File: src/rtl/jtdd_objscan_if.sv
// Object scanner bus: object RAM read port, line timing inputs and the
// request/busy handshake towards jtframe_objdraw.
// master = scanner side, slave = RAM/drawer/timing side.
interface jtdd_objscan_if #(
    parameter int AW = 9,
    parameter int CW = 13,
    parameter int PW = 4
);
    logic          hbl;
    logic [7:0]    vpos;
    logic [AW-1:0] oram_addr;
    logic [7:0]    oram_data;
    logic          draw;
    logic          dr_busy;
    logic [CW-1:0] code;
    logic [8:0]    xpos;
    logic [3:0]    ysub;
    logic          hflip;
    logic          vflip;
    logic [PW-1:0] pal;
    logic          line_full;

    modport master (
        input  hbl, vpos, oram_data, dr_busy,
        output oram_addr, draw, code, xpos, ysub, hflip, vflip, pal, line_full
    );

    modport slave (
        output hbl, vpos, oram_data, dr_busy,
        input  oram_addr, draw, code, xpos, ysub, hflip, vflip, pal, line_full
    );
endinterface

File: src/rtl/jtdd_objscan.sv
// jtdd_objscan: walks the object table once per line (started by the HBL
// falling edge), keeps the entries that hit the line and hands one request
// per hit to an external jtframe_objdraw.
// Build option: JTDD_OBJSCAN_REVERSE_EN scans entries from ENTRIES-1 down
// to 0 instead of 0 up to ENTRIES-1; timing is otherwise identical.
module jtdd_objscan #(
    parameter int AW      = 9,
    parameter int ENTRIES = 102,
    parameter int EB      = 5,
    parameter int MAXOBJ  = 32,
    parameter int CW      = 13,
    parameter int PW      = 4
)(
    input  logic           clk,
    input  logic           rst,
    jtdd_objscan_if.master bus
);
    localparam int IW = (ENTRIES > 1) ? $clog2(ENTRIES) : 1;

`ifdef JTDD_OBJSCAN_REVERSE_EN
    localparam logic          DOWN       = 1'b1;
    localparam logic [IW-1:0] IDX_FIRST  = IW'(ENTRIES - 1);
    localparam logic [IW-1:0] IDX_LAST   = '0;
    localparam logic [AW-1:0] BASE_FIRST = AW'((ENTRIES - 1) * EB);
`else
    localparam logic          DOWN       = 1'b0;
    localparam logic [IW-1:0] IDX_FIRST  = '0;
    localparam logic [IW-1:0] IDX_LAST   = IW'(ENTRIES - 1);
    localparam logic [AW-1:0] BASE_FIRST = '0;
`endif

    typedef enum logic [2:0] {IDLE, RDY, RDA, RD2, RD3, RD4, ISSUE, WAIT} state_t;

    state_t        state_q, state_d;
    logic          ph_q, ph_d;          // 0: address out, 1: capture data
    logic [IW-1:0] idx_q, idx_d, idx_nx;
    logic [AW-1:0] base_q, base_d, base_nx;
    logic [7:0]    cnt_q, cnt_d, cnt_inc;
    logic          full_q, full_d;
    logic [7:0]    vpos_q, vpos_d;
    logic [7:0]    y_q, y_d;
    logic [5:1]    attr_q, attr_d;      // only the attr bits needed after the hit test
    logic [7:0]    attr2_q, attr2_d;
    logic [7:0]    id_q, id_d;
    logic [CW-1:0] code_q, code_d;
    logic [8:0]    xpos_q, xpos_d;
    logic [3:0]    ysub_q, ysub_d;
    logic          hflip_q, hflip_d;
    logic          vflip_q, vflip_d;
    logic [PW-1:0] pal_q, pal_d;
    logic          hbl_q, hbl_fall;
    logic          step;
    logic [8:0]    rel;
    logic          hit;
    logic [3:0]    row_mask, row;
    logic [2:0]    addr_off;

    // rel[7:4] bits that must all be ones for a hit; size code 3 acts as 2
    function automatic logic [3:0] top_mask(input logic [1:0] sz);
        case (sz)
            2'd0:    top_mask = 4'b1111;
            2'd1:    top_mask = 4'b1110;
            default: top_mask = 4'b1100;
        endcase
    endfunction

    assign hbl_fall = hbl_q & ~bus.hbl;
    assign idx_nx   = DOWN ? idx_q - IW'(1) : idx_q + IW'(1);
    assign base_nx  = DOWN ? base_q - AW'(EB) : base_q + AW'(EB);
    assign cnt_inc  = cnt_q + 8'd1;

    // Hit test runs while attr is on the data bus; row uses the stored attr
    assign rel      = {1'b0, vpos_q} + {1'b0, y_q};
    assign hit      = bus.oram_data[7] && (rel[8] == bus.oram_data[0]) &&
                      ((rel[7:4] | ~top_mask(bus.oram_data[5:4])) == 4'hF);
    assign row_mask = ~top_mask(attr_q[5:4]);
    assign row      = (attr_q[2] ? ~rel[7:4] : rel[7:4]) & row_mask;

    // Object RAM address: entry base plus the byte offset of the read state
    always_comb begin
        addr_off = '0;
        case (state_q)
            RDA:     addr_off = 3'd1;
            RD2:     addr_off = 3'd2;
            RD3:     addr_off = 3'd3;
            RD4:     addr_off = 3'd4;
            default: addr_off = '0;
        endcase
        bus.oram_addr = (state_q == IDLE) ? '0 : base_q + AW'(addr_off);
    end

    assign bus.draw      = (state_q == ISSUE);
    assign bus.code      = code_q;
    assign bus.xpos      = xpos_q;
    assign bus.ysub      = ysub_q;
    assign bus.hflip     = hflip_q;
    assign bus.vflip     = vflip_q;
    assign bus.pal       = pal_q;
    assign bus.line_full = full_q;

    // Next state: HBL fall restarts from any state, otherwise walk the entry
    always_comb begin
        state_d = state_q;
        ph_d    = 1'b0;
        idx_d   = idx_q;
        base_d  = base_q;
        cnt_d   = cnt_q;
        full_d  = full_q;
        vpos_d  = vpos_q;
        y_d     = y_q;
        attr_d  = attr_q;
        attr2_d = attr2_q;
        id_d    = id_q;
        code_d  = code_q;
        xpos_d  = xpos_q;
        ysub_d  = ysub_q;
        hflip_d = hflip_q;
        vflip_d = vflip_q;
        pal_d   = pal_q;
        step    = 1'b0;
        if (hbl_fall) begin
            state_d = RDY;
            idx_d   = IDX_FIRST;
            base_d  = BASE_FIRST;
            cnt_d   = '0;
            full_d  = 1'b0;
            vpos_d  = bus.vpos;
        end else begin
            unique case (state_q)
                IDLE: state_d = IDLE;
                RDY: begin
                    if (!ph_q) ph_d = 1'b1;
                    else begin
                        y_d     = bus.oram_data;
                        state_d = RDA;
                    end
                end
                RDA: begin
                    if (!ph_q) ph_d = 1'b1;
                    else if (hit) begin
                        attr_d  = bus.oram_data[5:1];
                        state_d = RD2;
                    end else step = 1'b1;
                end
                RD2: begin
                    if (!ph_q) ph_d = 1'b1;
                    else begin
                        attr2_d = bus.oram_data;
                        state_d = RD3;
                    end
                end
                RD3: begin
                    if (!ph_q) ph_d = 1'b1;
                    else begin
                        id_d    = bus.oram_data;
                        state_d = RD4;
                    end
                end
                RD4: begin
                    if (!ph_q) ph_d = 1'b1;
                    else begin
                        // request fields load on the edge that enters ISSUE
                        code_d  = {(CW-8)'(attr2_q & (8'hFF >> PW)), id_q + {4'b0000, row}};
                        xpos_d  = {attr_q[1], bus.oram_data};
                        ysub_d  = rel[3:0];
                        hflip_d = ~attr_q[3];
                        vflip_d = attr_q[2];
                        pal_d   = attr2_q[7 -: PW];
                        state_d = ISSUE;
                    end
                end
                ISSUE: state_d = WAIT;
                WAIT: begin
                    if (!bus.dr_busy) begin
                        cnt_d = cnt_inc;
                        if (cnt_inc == 8'(MAXOBJ)) begin
                            full_d  = 1'b1;
                            state_d = IDLE;
                        end else step = 1'b1;
                    end
                end
                default: state_d = IDLE;
            endcase
            if (step) begin
                if (idx_q == IDX_LAST) state_d = IDLE;
                else begin
                    idx_d   = idx_nx;
                    base_d  = base_nx;
                    state_d = RDY;
                end
            end
        end
    end

    // State register
    always_ff @(posedge clk or posedge rst) begin
        if (rst) begin
            state_q <= IDLE;
            ph_q    <= 1'b0;
        end else begin
            state_q <= state_d;
            ph_q    <= ph_d;
        end
    end

    // Datapath and output registers
    always_ff @(posedge clk or posedge rst) begin
        if (rst) begin
            idx_q   <= '0;
            base_q  <= '0;
            cnt_q   <= '0;
            full_q  <= 1'b0;
            vpos_q  <= '0;
            y_q     <= '0;
            attr_q  <= '0;
            attr2_q <= '0;
            id_q    <= '0;
            code_q  <= '0;
            xpos_q  <= '0;
            ysub_q  <= '0;
            hflip_q <= 1'b0;
            vflip_q <= 1'b0;
            pal_q   <= '0;
            hbl_q   <= 1'b0;
        end else begin
            idx_q   <= idx_d;
            base_q  <= base_d;
            cnt_q   <= cnt_d;
            full_q  <= full_d;
            vpos_q  <= vpos_d;
            y_q     <= y_d;
            attr_q  <= attr_d;
            attr2_q <= attr2_d;
            id_q    <= id_d;
            code_q  <= code_d;
            xpos_q  <= xpos_d;
            ysub_q  <= ysub_d;
            hflip_q <= hflip_d;
            vflip_q <= vflip_d;
            pal_q   <= pal_d;
            hbl_q   <= bus.hbl;
        end
    end
endmodule

File: src/flat_wrapper.sv
// flat-port wrapper written by rule: the top's interface ports become plain ports
module jtdd_objscan_flat 
#(
    parameter int AW      = 9,
    parameter int ENTRIES = 102,
    parameter int EB      = 5,
    parameter int MAXOBJ  = 32,
    parameter int CW      = 13,
    parameter int PW      = 4
)
  (clk, rst, bus_hbl, bus_vpos, bus_oram_data, bus_dr_busy, bus_oram_addr, bus_draw, bus_code, bus_xpos, bus_ysub, bus_hflip, bus_vflip, bus_pal, bus_line_full);
  jtdd_objscan_if #(.AW(AW), .CW(CW), .PW(PW)) bus_i ();
  input  logic clk;
  input  logic rst;
  input wire logic [$bits(bus_i.hbl)-1:0] bus_hbl;
  input wire logic [$bits(bus_i.vpos)-1:0] bus_vpos;
  input wire logic [$bits(bus_i.oram_data)-1:0] bus_oram_data;
  input wire logic [$bits(bus_i.dr_busy)-1:0] bus_dr_busy;
  output wire logic [$bits(bus_i.oram_addr)-1:0] bus_oram_addr;
  output wire logic [$bits(bus_i.draw)-1:0] bus_draw;
  output wire logic [$bits(bus_i.code)-1:0] bus_code;
  output wire logic [$bits(bus_i.xpos)-1:0] bus_xpos;
  output wire logic [$bits(bus_i.ysub)-1:0] bus_ysub;
  output wire logic [$bits(bus_i.hflip)-1:0] bus_hflip;
  output wire logic [$bits(bus_i.vflip)-1:0] bus_vflip;
  output wire logic [$bits(bus_i.pal)-1:0] bus_pal;
  output wire logic [$bits(bus_i.line_full)-1:0] bus_line_full;
  assign bus_i.hbl = bus_hbl;
  assign bus_i.vpos = bus_vpos;
  assign bus_i.oram_data = bus_oram_data;
  assign bus_i.dr_busy = bus_dr_busy;
  assign bus_oram_addr = bus_i.oram_addr;
  assign bus_draw = bus_i.draw;
  assign bus_code = bus_i.code;
  assign bus_xpos = bus_i.xpos;
  assign bus_ysub = bus_i.ysub;
  assign bus_hflip = bus_i.hflip;
  assign bus_vflip = bus_i.vflip;
  assign bus_pal = bus_i.pal;
  assign bus_line_full = bus_i.line_full;
  jtdd_objscan #(.AW(AW), .ENTRIES(ENTRIES), .EB(EB), .MAXOBJ(MAXOBJ), .CW(CW), .PW(PW)) u_core (.clk(clk), .rst(rst), .bus(bus_i));
endmodule
File: config.mk
export PLATFORM = sky130hd
export DESIGN_NAME = jtdd_objscan_flat
export DESIGN_NICKNAME = d
export VERILOG_FILES = /design/src/rtl/jtdd_objscan_if.sv /design/src/rtl/jtdd_objscan.sv /design/src/flat_wrapper.sv
export SDC_FILE = /design/constraint.sdc
export NUM_CORES = 1
export LEC_CHECK = 0
export CAP_MARGIN = 30
export CORE_ASPECT_RATIO = 0.6
export CORE_UTILIZATION = 60
export CTS_BUF_LIST = sky130_fd_sc_hd__clkbuf_8
export CTS_CLUSTER_SIZE = 8
export DETAILED_ROUTE_END_ITERATION = 6
export PLACE_DENSITY = 0.85
export SLEW_MARGIN = 5
export SYNTH_ARGS = -nofsm -noshare
export SYNTH_HDL_FRONTEND = slang
export SYNTH_SLANG_ARGS = --single-unit
File: constraint.sdc
create_clock -name clk -period 5.1 [get_ports clk]
set_clock_uncertainty 0.1 [all_clocks]
set_input_delay 1.02 -clock clk [delete_from_list [all_inputs] [get_ports clk]]
set_output_delay 1.02 -clock clk [all_outputs]
set_load 0.01 [all_outputs]
==> results.txt <==
The flow ran to the end, and the final reports show no timing, DRC or antenna violations. For this run, design rule violations remaining after detail routing come to 0. The overall power after layout came out at 2.78 mW. Power spread over the standard cell area amounts to 463 nW/µm².

The run gives 539 as the number of standard cells after synthesis. The vertical die dimension works out to 73.8 µm. Setup repair after global routing left no endpoint under its margin. Of all nets on the critical path, the largest fanout is 13. Data on the critical path is required at its endpoint by 3.98 ns. The run gives 8100 µm² as the total core area. The number of antenna diodes in the final layout is 0.

The synthesized area divided by synthesized cell count was 9.55 µm². The area growth from synthesis to layout is 16.7%. At the later pin of the worst-skew pair, clock insertion delay measures 0.37 ns. The final-report max-slew violation count was 0; the via count of the first global-routing pass was 3967. Setup slack closes at 0.849 ns.

Entering global routing, the biggest net connects 43 pins. Cells with a size suffix above 1 make up 9.56% of the layout. For this block, the routed nets add up to 11.5 mm of wire.

At the end of the flow the core is filled with cells to 74.2%. The floorplan step defined a die boundary enclosing 8970 µm². The count of cells in the finished layout, fillers not included, comes to 704.

For the number of DRC markers in iteration 0, the log shows 410. Measured against its own limit, the worst slew margin works out to 44.4%. The count of nets left with antenna violations once routing finished came out at 0. For the first-pass GRT wire length, the log shows 19.6 mm.

The count of clock tree sinks is 98, and the site row count is 25. The run gives 548 as the number of filler cells placed in the layout. Cell type of the slowest stage on the worst timing path: dfrtp_1.

The post-placement worst setup slack was 1.29 ns; the warning count from the yosys run was 0. The net count of the finished layout is 631. The number of detailed-routing iterations run before antenna repair is 5.

For the number of antenna violations at the first check in global routing, the log shows 0. The number of post-CTS setup repair buffers came out at 0. The count of final setup violators was 0; the shortest clock period the worst path allows after layout was 4.25 ns. The critical path is of the flip-flop to output pin type.

The aggregate global routing overflow came out at 0. Cts-stage hold buffer count: 0. The tools report the cell area after layout as 6010 µm².

Max-cap violations in this run came to 0. For the slack of the worst reg-to-reg path, the log shows 1.71 ns. 63 I/O pins were placed. Maximum clock frequency: 235 MHz.

The count of buffers from port buffering was 61. The post-detailed-placement half-perimeter wirelength was 8.27 mm; the pin slew with the least headroom to its limit was 0.828 ns. The tools report the instance count after placement with tap cells included as 688. Yosys attributes the largest share of cell area to dfrtp_1, nand2_1, mux2_2, xnor2_1, ha_1. The overall die width came out at 122 µm.

The commonest cells after synthesis are nand2_1, dfrtp_1, nor2_1, xnor2_1. In this run, synthesis inferred 0 flip-flops with an integrated enable. The proportion of synthesized flip-flops having asynchronous set or reset came out at 100%.

The worst setup path is captured at an output pin. The run gives 0 ns as the final total negative setup slack. The synthesized design spends more area on one cell type than any other, namely dfrtp_1. Number of buffers created by CTS: 9. The prevailing post-synth register cell was dfrtp_1. Initial core utilization: 63.6%. The worst-case vdd ir drop is 0.267 mV, and the detailed-route via count is 4084.

Synthesis inferred 98 register bits. The top cell type by area accounts for 47.6% of the synthesized area. The net count of the mapped netlist is 579, and the final weighted congestion of routability-driven global placement is 0.894. Post-place instance area: 5830 µm². Across every metal layer, demand over resource in global routing totals 28.7%. The number of failing hold endpoints at the final stage was 0.

TritonCTS built the clock tree. Counting along the longest clock path gives a buffer depth of 2. For the standby leakage power, the log shows 2.71 nW. The largest stage delay on the critical path was 0.60 ns; the data arrival time of the critical path was 3.13 ns.

In the finished design, the share of the clock period the worst path needs comes to 83.4%. The dominant cell by count in the synthesized netlist was nand2_1. Walking the worst path, the cells encountered are inv_1 -> nand3_1 -> o21ai_0 -> ha_1 -> a21o_1 -> a21oi_1 -> o21ai_0 -> a21oi_1 -> clkdlybuf4s50_1. The path class of the lowest-slack min-delay path was flip-flop to flip-flop. Sequential cells were found to cover 47.6% of the synthesized design area. The H-tree level count is 3, and the clock slew at the register clock pins of the worst setup and hold paths is 0.09 ns. In the routed layout, each cell is associated on average with a via count of 5.80. The average detailed-routed wire length per instance came out at 16.4 µm. The number of different library cells in the post-synthesis netlist came out at 57.

The tools report the clock tree root buffer cell as clkbuf_8. After synthesis the cells add up to 5150 µm². The tools report the kind of launch point of the worst setup path as a flip-flop. On the final layout, the worst hold slack is 0.368 ns.

The number of gates resized after CTS was 0.
## final cells by class
cell class                 instances  area, µm²  area share, %
timing repair buffer              69        671           11.2
sequential                        98       2450           40.8
multi-input combinational        400       2520           41.9
tap                              108        135           2.25
inverter                          13       50.0          0.833
clock inverter                     5       30.0          0.500
clock buffer                      11        151           2.52
## cell usage in the layout, fill, tap and decap left out, types with 2 or more instances in the layout
cell,synthesis,final
nand3b_1,3,3
a211oi_1,2,2
mux2_2,23,23
or3_1,8,8
clkdlybuf4s50_1,0,61
xnor2_1,25,25
o211ai_1,2,2
nand3_1,16,16
clkinv_2,0,3
nand2b_1,3,3
a31oi_1,3,3
inv_1,13,13
ha_1,17,17
nor3_1,14,14
nor2b_1,8,7
a21oi_1,17,17
nor2_1,42,42
a41o_1,2,2
dfrtp_1,98,98
and2_1,4,4
mux2_1,5,5
a21o_1,4,4
nor4_1,7,7
nand2_1,117,117
xor2_1,12,12
and3_1,3,3
clkbuf_8,0,11
fa_1,3,3
nor3b_1,3,3
nand4_1,9,9
a2bb2oi_1,2,2
buf_4,1,8
o21ai_0,23,23
## registers in the layout, summed over array words and instances, names as in the netlist
| register | count |
|---|---|
| u_core.state_q | 3 |
| u_core.base_q | 9 |
| u_core.bus.xpos | 9 |
| u_core.bus.ysub | 4 |
| u_core.hbl_q | 1 |
| u_core.id_q | 8 |
| u_core.bus.vflip | 1 |
| u_core.bus.line_full | 1 |
| u_core.attr2_q | 8 |
| u_core.idx_q | 7 |
| u_core.bus.hflip | 1 |
| u_core.ph_q | 1 |
| u_core.bus.code | 12 |
| u_core.cnt_q | 8 |
| u_core.attr_q | 5 |
| u_core.vpos_q | 8 |
| u_core.y_q | 8 |
| u_core.bus.pal | 4 |
## worst paths after layout
path                                                from                        endpoint  cells past startpoint
min in group asynchronous                            rst  u_core.bus.code[1]$_DFFE_PP0P_                      2
min reg2reg                u_core.attr2_q[0]$_DFFE_PP0P_  u_core.bus.code[8]$_DFFE_PP0P_                      2
min                        u_core.attr2_q[0]$_DFFE_PP0P_  u_core.bus.code[8]$_DFFE_PP0P_                      2
max                        u_core.state_q[1]$_DFFE_PP0P_                bus_oram_addr[5]                      9
max in group asynchronous                            rst    u_core.base_q[0]$_DFFE_PP0P_                      3
max reg2reg                    u_core.y_q[0]$_DFFE_PP0P_   u_core.state_q[0]$_DFFE_PP0P_                     11
## metal layers
layer	share of wire [%]	up-vias	wire, µm	track usage (%)
li1	-	1923	-	-
met1	49	1974	5660	41.9
met2	43	170	4970	42.3
met3	6.6	17	759	6.60
met4	1.2	0	137	9.47
met5	0	-	0	0
## worst max-delay path: cells and delay by family (launching register included)
kind,cells,cell delay [ns]
AO/OA/AOI/OAI,5,0.91
adder cells (fa/ha/maj),1,0.32
buffers and inverters,2,0.80
flip-flops,1,0.60
AND/OR/NAND/NOR,1,0.13
## power breakdown
group	switching [mW]	internal (mW)
clock network	0.261	0.201
registers	0.186	1.00
logic	0.574	0.559
## cells by family (layout without fill, tap and decap cells)
kind of cell             Yosys count  after routing  synth area share (%)
AO/OA/AOI/OAI                     68             68                  8.29
AND/OR/NAND/NOR                  245            245                  22.6
multiplexers                      29             29                  6.32
flip-flops                        98             98                  47.6
adder cells (fa/ha/maj)           20             20                  5.30
buffers and inverters             41             98                  3.50
other                              1              1                0.0728
XOR/XNOR                          37             37                  6.29
Note: power is estimated with default switching activity, not from simulation.
